**config.mk**
```make
export PLATFORM = sky130hd
export DESIGN_NAME = spi_slave_if
export DESIGN_NICKNAME = d
export VERILOG_FILES = /design/src/rtl/spi_pkg.sv /design/src/rtl/spi_sync_edge.sv /design/src/rtl/spi_slave_if.sv
export SDC_FILE = /design/constraint.sdc
export NUM_CORES = 1
export LEC_CHECK = 0
export ABC_AREA = 1
export BUFFER_PORTS_ARGS = -buffer_cell sky130_fd_sc_hd__buf_2
export CORE_MARGIN = 5
export CORE_UTILIZATION = 45
export CTS_BUF_LIST = sky130_fd_sc_hd__clkbuf_2 sky130_fd_sc_hd__clkbuf_4 sky130_fd_sc_hd__clkbuf_8
export DETAILED_ROUTE_END_ITERATION = 6
export PLACE_DENSITY = 0.77
export SYNTH_ARGS = -nofsm -noshare
export SYNTH_HDL_FRONTEND = slang
export SYNTH_SLANG_ARGS = --single-unit
```
**constraint.sdc**
```tcl
create_clock -name global_clk -period 1.4 [get_ports global_clk]
set_input_delay 0.28 -clock global_clk [delete_from_list [all_inputs] [get_ports global_clk]]
set_output_delay 0.28 -clock global_clk [all_outputs]
set_load 0.01 [all_outputs]
```
**src/rtl/spi_pkg.sv**
```systemverilog
// Shared types and constants for the SPI slave endpoint.
// Fixed SPI mode 0: sclk idles low, data is sampled on the rising edge.
package spi_pkg;

  // Frame state of the slave endpoint
  typedef enum logic [0:0] {
    IDLE  = 1'b0,
    SHIFT = 1'b1
  } spi_state_t;

  // SPI mode constants (mode 0 only)
  localparam logic SPI_CPOL = 1'b0;
  localparam logic SPI_CPHA = 1'b0;

  // Default frame width
  localparam int SPI_DATA_W_DEFAULT = 8;

  // Fill bit used when a frame starts with an empty shadow register
  localparam logic SPI_EMPTY_FILL = 1'b0;

endpackage

```
**src/rtl/spi_sync_edge.sv**
```systemverilog
// Multi-flop synchronizer for one asynchronous SPI pin, with registered
// single-cycle rise/fall pulses taken from the last two synchronized samples.
module spi_sync_edge
  import spi_pkg::*;
#(
  parameter int   SYNC_STAGES = 2,
  parameter logic RESET_VAL   = 1'b0
) (
  input  logic global_clk,
  input  logic reset,
  input  logic din,
  output logic rise,
  output logic fall
);

  localparam int SYNC_N = (SYNC_STAGES < 2) ? 2 : SYNC_STAGES;

  logic [SYNC_N-1:0] sync_r;
  logic              prev_r;
  logic              rise_r;
  logic              fall_r;

  // Synchronize the pin and register edge pulses
  always_ff @(posedge global_clk) begin
    if (reset) begin
      sync_r <= {SYNC_N{RESET_VAL}};
      prev_r <= RESET_VAL;
      rise_r <= 1'b0;
      fall_r <= 1'b0;
    end else begin
      sync_r <= {sync_r[SYNC_N-2:0], din};
      prev_r <= sync_r[SYNC_N-1];
      rise_r <= sync_r[SYNC_N-1] & ~prev_r;
      fall_r <= ~sync_r[SYNC_N-1] & prev_r;
    end
  end

  assign rise = rise_r;
  assign fall = fall_r;

endmodule

```
**src/rtl/spi_slave_if.sv**
```systemverilog
// SPI mode-0 slave endpoint, fully oversampled in the global_clk domain.
// Received frames are handed out on rx_data/rx_valid/rx_ack; the next reply
// frame is written into a one-entry shadow register via tx_data/tx_load.
// Optional build macro: SPI_SLAVE_OVERRUN_EN adds rx_overrun (pulse) and
// rx_overrun_sticky (cleared only by reset).
module spi_slave_if
  import spi_pkg::*;
#(
  parameter int DATA_W      = SPI_DATA_W_DEFAULT,
  parameter int MSB_FIRST   = 1,
  parameter int SYNC_STAGES = 2
) (
  input  logic              global_clk,
  input  logic              reset,
  input  logic              sclk,
  input  logic              ss,
  input  logic              mosi,
  output logic              miso,
  input  logic [DATA_W-1:0] tx_data,
  input  logic              tx_load,
  output logic              tx_ready,
  output logic [DATA_W-1:0] rx_data,
  output logic              rx_valid,
  input  logic              rx_ack,
  output logic              busy
`ifdef SPI_SLAVE_OVERRUN_EN
  ,
  output logic              rx_overrun,
  output logic              rx_overrun_sticky
`endif
);

  localparam int SYNC_N = (SYNC_STAGES < 2) ? 2 : SYNC_STAGES;
  localparam int CNT_W  = (DATA_W > 2) ? $clog2(DATA_W) : 1;
  localparam logic [CNT_W-1:0] LAST_BIT = CNT_W'(DATA_W - 1);
  localparam logic [CNT_W-1:0] CNT_ONE  = CNT_W'(1);
  localparam logic [DATA_W-1:0] EMPTY_FRAME = {DATA_W{SPI_EMPTY_FILL}};

  // Bit that goes on the wire first for a given frame
  function automatic logic first_bit(input logic [DATA_W-1:0] v);
    if (MSB_FIRST != 0) first_bit = v[DATA_W-1];
    else                first_bit = v[0];
  endfunction

  // Frame with the bit just presented removed
  function automatic logic [DATA_W-1:0] shift_out(input logic [DATA_W-1:0] v);
    if (MSB_FIRST != 0) shift_out = {v[DATA_W-2:0], 1'b0};
    else                shift_out = {1'b0, v[DATA_W-1:1]};
  endfunction

  // Frame with a newly sampled bit appended
  function automatic logic [DATA_W-1:0] shift_in(input logic [DATA_W-1:0] v, input logic b);
    if (MSB_FIRST != 0) shift_in = {v[DATA_W-2:0], b};
    else                shift_in = {b, v[DATA_W-1:1]};
  endfunction

  spi_state_t        state_r;
  spi_state_t        state_next_s;
  logic              sclk_rise_s;
  logic              sclk_fall_s;
  logic              ss_rise_s;
  logic              ss_fall_s;
  logic [SYNC_N-1:0] mosi_sync_r;
  logic              mosi_s;
  logic              frame_start_s;
  logic              frame_abort_s;
  logic              bit_rise_s;
  logic              bit_fall_s;
  logic              frame_last_s;
  logic              consume_s;
  logic              load_acc_s;
  logic [DATA_W-1:0] consume_frame_s;
  logic [DATA_W-1:0] tx_shreg_r;
  logic [DATA_W-1:0] shadow_r;
  logic              tx_ready_r;
  logic              miso_r;
  logic [DATA_W-1:0] rx_shreg_r;
  logic [DATA_W-1:0] rx_data_r;
  logic              rx_valid_r;
  logic              done_r;
  logic [CNT_W-1:0]  bit_cnt_r;
  logic              busy_r;

  spi_sync_edge #(.SYNC_STAGES(SYNC_N), .RESET_VAL(SPI_CPOL)) u_sclk_sync (
    .global_clk (global_clk),
    .reset      (reset),
    .din        (sclk),
    .rise       (sclk_rise_s),
    .fall       (sclk_fall_s)
  );

  // ss idles high, so its synchronizer resets high to avoid a false select
  spi_sync_edge #(.SYNC_STAGES(SYNC_N), .RESET_VAL(1'b1)) u_ss_sync (
    .global_clk (global_clk),
    .reset      (reset),
    .din        (ss),
    .rise       (ss_rise_s),
    .fall       (ss_fall_s)
  );

  // mosi needs only the level, so a plain synchronizer chain is enough
  always_ff @(posedge global_clk) begin
    if (reset) begin
      mosi_sync_r <= {SYNC_N{1'b0}};
    end else begin
      mosi_sync_r <= {mosi_sync_r[SYNC_N-2:0], mosi};
    end
  end

  assign mosi_s = mosi_sync_r[SYNC_N-1];

  // Frame state register
  always_ff @(posedge global_clk) begin
    if (reset) begin
      state_r <= IDLE;
      busy_r  <= 1'b0;
    end else begin
      state_r <= state_next_s;
      busy_r  <= (state_next_s == SHIFT);
    end
  end

  // Next-state decode and per-cycle frame events
  always_comb begin
    state_next_s  = state_r;
    frame_start_s = 1'b0;
    frame_abort_s = 1'b0;
    bit_rise_s    = 1'b0;
    bit_fall_s    = 1'b0;
    case (state_r)
      IDLE: begin
        if (ss_fall_s) begin
          state_next_s  = SHIFT;
          frame_start_s = 1'b1;
        end else begin
          state_next_s  = IDLE;
        end
      end
      SHIFT: begin
        if (ss_rise_s) begin
          state_next_s  = IDLE;
          frame_abort_s = 1'b1;
        end else begin
          state_next_s  = SHIFT;
          bit_rise_s    = sclk_rise_s;
          bit_fall_s    = sclk_fall_s;
        end
      end
      default: begin
        state_next_s  = IDLE;
      end
    endcase
  end

  assign frame_last_s    = bit_rise_s & (bit_cnt_r == LAST_BIT);
  assign consume_s       = frame_start_s | frame_last_s;
  assign load_acc_s      = tx_load & tx_ready_r;
  assign consume_frame_s = tx_ready_r ? EMPTY_FRAME : shadow_r;

  // Shadow register: a load into an empty shadow wins over a same-cycle consume
  always_ff @(posedge global_clk) begin
    if (reset) begin
      shadow_r   <= EMPTY_FRAME;
      tx_ready_r <= 1'b1;
    end else if (load_acc_s) begin
      shadow_r   <= tx_data;
      tx_ready_r <= 1'b0;
    end else if (consume_s) begin
      shadow_r   <= EMPTY_FRAME;
      tx_ready_r <= 1'b1;
    end else begin
      shadow_r   <= shadow_r;
      tx_ready_r <= tx_ready_r;
    end
  end

  // Transmit path: first bit at select, next bit on every sclk fall; the
  // reload at the last rise is kept unshifted so the next fall shows its first bit
  always_ff @(posedge global_clk) begin
    if (reset) begin
      tx_shreg_r <= EMPTY_FRAME;
      miso_r     <= 1'b0;
    end else if (frame_start_s) begin
      tx_shreg_r <= shift_out(consume_frame_s);
      miso_r     <= first_bit(consume_frame_s);
    end else if (frame_abort_s) begin
      tx_shreg_r <= tx_shreg_r;
      miso_r     <= 1'b0;
    end else if (frame_last_s) begin
      tx_shreg_r <= consume_frame_s;
      miso_r     <= miso_r;
    end else if (bit_fall_s) begin
      tx_shreg_r <= shift_out(tx_shreg_r);
      miso_r     <= first_bit(tx_shreg_r);
    end else begin
      tx_shreg_r <= tx_shreg_r;
      miso_r     <= miso_r;
    end
  end

  // Bit counter within the current frame
  always_ff @(posedge global_clk) begin
    if (reset) begin
      bit_cnt_r <= {CNT_W{1'b0}};
    end else if (frame_start_s || frame_abort_s || frame_last_s) begin
      bit_cnt_r <= {CNT_W{1'b0}};
    end else if (bit_rise_s) begin
      bit_cnt_r <= bit_cnt_r + CNT_ONE;
    end else begin
      bit_cnt_r <= bit_cnt_r;
    end
  end

  // Receive shift register and one-cycle completion strobe
  always_ff @(posedge global_clk) begin
    if (reset) begin
      rx_shreg_r <= EMPTY_FRAME;
      done_r     <= 1'b0;
    end else begin
      done_r <= frame_last_s;
      if (frame_start_s) begin
        rx_shreg_r <= EMPTY_FRAME;
      end else if (bit_rise_s) begin
        rx_shreg_r <= shift_in(rx_shreg_r, mosi_s);
      end else begin
        rx_shreg_r <= rx_shreg_r;
      end
    end
  end

  // Hand the completed frame to local logic; a new frame beats a same-cycle ack
  always_ff @(posedge global_clk) begin
    if (reset) begin
      rx_data_r  <= EMPTY_FRAME;
      rx_valid_r <= 1'b0;
    end else if (done_r) begin
      rx_data_r  <= rx_shreg_r;
      rx_valid_r <= 1'b1;
    end else if (rx_ack) begin
      rx_data_r  <= rx_data_r;
      rx_valid_r <= 1'b0;
    end else begin
      rx_data_r  <= rx_data_r;
      rx_valid_r <= rx_valid_r;
    end
  end

`ifdef SPI_SLAVE_OVERRUN_EN
  logic rx_overrun_r;
  logic rx_overrun_sticky_r;

  // Flag a completion that lands on a still-unacknowledged frame
  always_ff @(posedge global_clk) begin
    if (reset) begin
      rx_overrun_r        <= 1'b0;
      rx_overrun_sticky_r <= 1'b0;
    end else begin
      rx_overrun_r <= done_r & rx_valid_r & ~rx_ack;
      if (done_r & rx_valid_r & ~rx_ack) begin
        rx_overrun_sticky_r <= 1'b1;
      end else begin
        rx_overrun_sticky_r <= rx_overrun_sticky_r;
      end
    end
  end

  assign rx_overrun        = rx_overrun_r;
  assign rx_overrun_sticky = rx_overrun_sticky_r;
`endif

  assign miso     = miso_r;
  assign tx_ready = tx_ready_r;
  assign rx_data  = rx_data_r;
  assign rx_valid = rx_valid_r;
  assign busy     = busy_r;

endmodule
```
# ---- Word level (Yosys, flattened, before mapping)
# Cells that the tools add are included.
dict set report classes {
  addsub 1
  multipliers 0
  div 0
  n_lt_le_gt_ge 0
  eq_ne 3
  shift 0
  n_mux 25
  bitwise_logic 13
  reduce_logical 12
}
# cell n
set ops {}
lappend ops {{$mux W8} 7}
lappend ops {{$mux W1} 17}
lappend ops {{$and A1 B1 Y1} 6}
lappend ops {{$not A1 Y1} 6}
lappend ops {{$reduce_and A2 Y1} 3}
lappend ops {{$reduce_bool A2 Y1} 3}
lappend ops {{$reduce_bool A3 Y1} 2}
lappend ops {{$reduce_or A2 Y1} 2}
lappend ops {{$add A3 B1 Y3 const B} 1}
lappend ops {{$eq A3 B3 Y1 const B} 1}
lappend ops {{$ne A3 B3 Y1 const B} 1}
lappend ops {{$logic_or A1 B1 Y1} 2}
lappend ops {{$ne A2 B2 Y1 const B} 1}
lappend ops {{$pmux W1 S2} 1}
lappend ops {{$or A1 B1 Y1} 1}
dict set report word_totals {
  reg_bits 52
  latch_bits 0
  ram_bits 0
  romBits 0
  inputBits 15
  output_inout_bits 12
  n_memories 0
}

# ---- Longest topological paths before layout
dict set report logic_depth {
  depth_word 6
  depth_mapped 8
  mapped_depth_nobuf 7
}

# ---- By module
# A second synthesis with hierarchy kept.
dict set report hier_totals {
  cells_unflattened 273
  area_unflattened_um2 2058.2
}
# mod n_inst cells_each area_per_inst_um2 seq_area_each_um2
set modules_own_cells {}
lappend modules_own_cells {spi_slave_if 1 244 1779.2 840.8}
lappend modules_own_cells {{spi_sync_edge (u_sclk_sync)} 1 15 140.1 100.1}
lappend modules_own_cells {{spi_sync_edge (u_ss_sync)} 1 14 138.9 100.1}

# ---- Worst setup path before layout
# No wires, ideal clock.
dict set report synth_path {
  kind {register to register}
  from {reg bit_cnt_r[0]}
  to {reg tx_ready_r (netlist: tx_ready)}
  setup_time_ps 123
  arrival_ps 1300
  required_time_ps 1277
  setup_slack_ps -23
  path_stages_with_launch 7
  path_cell_list {dfxtp_1 ha_1 ha_1 nand4_4 clkinv_1 o31ai_1 nand2_1}
}
dict set report synth_between {
  elab_chain_len 4
}
# item line
set synth_lines {}
lappend synth_lines {{start: declaration} spi_slave_if.sv:81} ;# logic [CNT_W-1:0] bit_cnt_r;
lappend synth_lines {{start signal: assignment} spi_slave_if.sv:204} ;# bit_cnt_r <= {CNT_W{1'b0}};
lappend synth_lines {{start signal: assignment} spi_slave_if.sv:206} ;# bit_cnt_r <= {CNT_W{1'b0}};
lappend synth_lines {{start signal: assignment} spi_slave_if.sv:208} ;# bit_cnt_r <= bit_cnt_r + CNT_ONE;
lappend synth_lines {{$eq A3 B3 Y1} spi_slave_if.sv:155} ;# assign frame_last_s = bit_rise_s & (bit_cnt_r == LAST_BIT);
lappend synth_lines {{$and A1 B1 Y1} spi_slave_if.sv:155}
lappend synth_lines {{$or A1 B1 Y1} spi_slave_if.sv:156} ;# assign consume_s = frame_start_s | frame_last_s;
lappend synth_lines {{$reduce_bool A2 Y1 (no source line)} --}
lappend synth_lines {{end signal: assignment} spi_slave_if.sv:173} ;# tx_ready_r <= tx_ready_r;
lappend synth_lines {{end: declaration} spi_slave_if.sv:75} ;# logic tx_ready_r;
# Every way passes these cells.
# A chain may end at the register's enable or synchronous reset.

# ---- Final worst setup path
dict set report layout_path {
  from {reg bit_cnt_r[0]}
  to {reg tx_shreg_r[6]}
}
dict set report layout_between {
  elab_chain_len 5
  elab_cells_between_ends 7
}
# item line
set layout_lines {}
lappend layout_lines {{$eq A3 B3 Y1 (*)} spi_slave_if.sv:155}
lappend layout_lines {{$and A1 B1 Y1 (*)} spi_slave_if.sv:155}
lappend layout_lines {{$mux W8} spi_slave_if.sv:189} ;# end else if (frame_last_s) begin
lappend layout_lines {{$mux W8} spi_slave_if.sv:186} ;# end else if (frame_abort_s) begin
lappend layout_lines {{$mux W8} spi_slave_if.sv:183} ;# end else if (frame_start_s) begin
lappend layout_lines {{end signal: assignment} spi_slave_if.sv:184} ;# tx_shreg_r <= shift_out(consume_frame_s);
lappend layout_lines {{end signal: assignment} spi_slave_if.sv:187} ;# tx_shreg_r <= tx_shreg_r;
lappend layout_lines {{end signal: assignment} spi_slave_if.sv:190} ;# tx_shreg_r <= consume_frame_s;
lappend layout_lines {{end: declaration} spi_slave_if.sv:73} ;# logic [DATA_W-1:0] tx_shreg_r;
# Every way passes the cells marked *; elsewhere a longest branch is shown, timed or not. The select of a mux whose other input is x is not followed.

==> impl_metrics.py <==
metrics = {
    "final_layout": {
        "stdcell_count": 368,
        "diodes": 0,
        "synthToLayoutAreaGrowth_pct": 21.8,
        "stdcell_area_um2": 2610,
        "drive_gt1_share_pct": 24.5,
        "final_core_util_pct": 55.9,
        "finish.net_count": 330,
    },
    "place": {
        "pre_cts_ws_ps": -37.2,
        "place.gp.congestion": 0.837,
        "numPlacedInstances": 357,
        "dpl.hpwl_um": 3170,
        "port_buffers": 26,
        "dpl_cell_area_um2": 2400,
    },
    "route": {
        "routed_wl_um": 4840,
        "vias": 1961,
        "dr.pass1.iters": 5,
        "ant_nets": 0,
        "drc": 0,
        "drt_iter0_markers": 120,
        "avgRoutedWirePerCell_um": 13.1,
        "viasPerCell": 5.33,
    },
    "clock_network": {
        "cts_tree": "built",
        "postCtsHoldBufs": 0,
        "clockBufferDepth": 2,
        "h-tree-depth": 2,
        "clock_latency_ps": 300,
        "cts_root_buf": "clkbuf_8",
        "clkSinkCount": 52,
        "cts_buffers": 5,
        "path_clk_slew_ps": 100,
    },
    "status": {
        "status": "finished clean",
    },
    "floorplanning": {
        "die_h_um": 79.0,
        "io-pin-count": 27,
        "die_area_um2": 6230,
        "std_cell_rows": 25,
        "core_area_um2": 4660,
        "initial_core_util_pct": 45.9,
        "die_w_um": 79.0,
    },
    "logic_synthesis": {
        "yosys_register_bits": 52,
        "synthTopCellsByArea": "dfxtp_1 49%, a21oi_1 8.7%, nand4_1 7.3%",
        "async_flop_share_pct": 0,
        "syn_area_um2": 2140,
        "syn_area_per_cell_um2": 7.78,
        "synth-edff-count": 0,
        "ys_warn_count": 0,
        "synth_top_cell_by_area": "dfxtp_1",
        "yosysTopAreaCellShare_pct": 48.7,
        "synth_cells": 275,
        "yosysUniqueCellTypes": 25,
        "syn-num-nets": 292,
        "synthFlopType": "dfxtp_1",
        "seq_area_frac_synth_pct": 48.7,
    },
    "power_and_ir_drop": {
        "totalPowerFinal_mw": 2.63,
        "ir_drop_uv": 753,
        "power_per_cell_area_nw_per_um2": 1010,
        "p_leak_nw": 1.11,
    },
    "worst_setup_path": {
        "slowest_stage": "dfxtp_2",
        "slowest_delay_ps": 370,
        "worstSetupEndpointType": "flop",
        "path_max_fanout": 8,
        "start_kind": "flop",
        "critPathArrivalTime_ps": 1600,
        "crit_path_cell_trace": "ha_4, ha_4, nand4_4, buf_6, a21oi_2, nand3_1, a21oi_2",
        "critPathKind": "flop to flop",
        "required_ps": 1650,
    },
    "sta": {
        "layout_setup_ws_ps": 49.3,
        "maxSlewViolCount": 0,
        "worst_pin_slew_ps": 300,
        "period_share_pct": 96.5,
        "fmaxAchievable_mhz": 740,
        "max_slew_margin_pct": 80.0,
        "fin_crit_ps": 1350,
        "fin_hold_ws_ps": 159,
        "tns_ps": 0,
        "rsz0062_at_grt": "true",
        "hold_viol_final": 0,
        "finalClockSkew_ps": 6.81,
        "final-setup-viol-count": 0,
    },
    "grt": {
        "antenna_found_initial": 0,
        "grt_pass1_vias": 1753,
        "grt_pass1_wl_um": 7910,
        "overflow": 0,
        "track_usage_pct": 15.9,
        "grt_max_degree": 30,
    },
    "job": {
        "cap_violations": 0,
    },
    "hold_path": {
        "hold_path.class": "input port to flop",
    },
}
-- timing repair --
action | CTS | global route
pin swaps | 1 | 5
resized for setup | 7 | 12
setup endpoints to repair | 10 | 11
setup buffers | 1 | 2
-- critical path, delay by kind of cell, from the launching register on --
kind	cells	cell delay, ps
adder cells (fa/ha/maj)	2	270
AO/OA/AOI/OAI	2	250
buffers and inverters	1	190
AND/OR/NAND/NOR	2	230
flip-flops	1	370
-- power by group --
| group | internal, mW | switching [mW] | total (mW) |
|---|---|---|---|
| Combinational | 0.0650 | 0.103 | 0.168 |
| Sequential | 1.51 | 0.0244 | 1.53 |
| Clock | 0.415 | 0.513 | 0.928 |
| Total | 1.99 | 0.640 | 2.63 |
-- metal layers --
layer  part of all wire (%)  track usage [%]  vias to the layer above
met5                      0                0                        -
met4                    1.3             6.01                        0
li1                       -                -                      998
met3                    4.1             3.29                        6
met1                     47             21.5                      918
met2                     47             25.0                       39
-- path summary, 6_finish.rpt --
path | endpoint | depth (start not counted) | slack [ps] | start
max | tx_shreg_r[6] | 7 | 50 | bit_cnt_r[0]
min | u_ss_sync.sync_r[0] | 2 | 160 | ss
max reg2reg | tx_shreg_r[6] | 7 | 50 | bit_cnt_r[0]
min reg2reg | u_sclk_sync.sync_r[1] | 2 | 410 | u_sclk_sync.sync_r[0]
-- synthesized netlist by cell type, types with 3 or more instances --
| cell | n |
|---|---|
| a21oi_1 | 37 |
| nor2_1 | 26 |
| dfxtp_1 | 52 |
| nand4_1 | 25 |
| buf_6 | 3 |
| nand3_1 | 26 |
| clkbuf_1 | 10 |
| inv_1 | 26 |
| o21ai_0 | 8 |
| nand2_1 | 40 |
-- layout make-up --
class	instances	area, µm²
multi-input combinational	177	967
fill	412	2060
clock inverter	2	17.5
tap	54	67.6
sequential	52	1040
inverter	30	114
clock buffer	6	82.6
timing repair buffer	47	312
-- placed cells by master, fill, tap and decap left out, drive strengths merged --
cell type,n
clkbuf,6
nor2,26
xor2,1
a21oi,37
nand4,26
buf,47
nand2,42
or2,2
nand3,28
o31ai,1
ha,2
nor3,2
o21ai,10
dfxtp,52
inv,30
clkinv,2
-- kinds of logic after synthesis --
family                   Yosys count  share of synthesized area, %
AND/OR/NAND/NOR                  126                          28.5
adder cells (fa/ha/maj)            2                          1.17
XOR/XNOR                           1                         0.409
buffers and inverters             46                          9.36
AO/OA/AOI/OAI                     48                          11.9
flip-flops                        52                          48.7
-- state kept, by name, summed over array words and instances (netlist names), 2 cells and up --
signal / cells
rx_data: 8
rx_shreg_r: 8
shadow_r: 8
tx_shreg_r: 8
bit_cnt_r: 3
mosi_sync_r: 2
u_sclk_sync.sync_r: 2
u_ss_sync.sync_r: 2
Power figures use the tool's default switching activity.
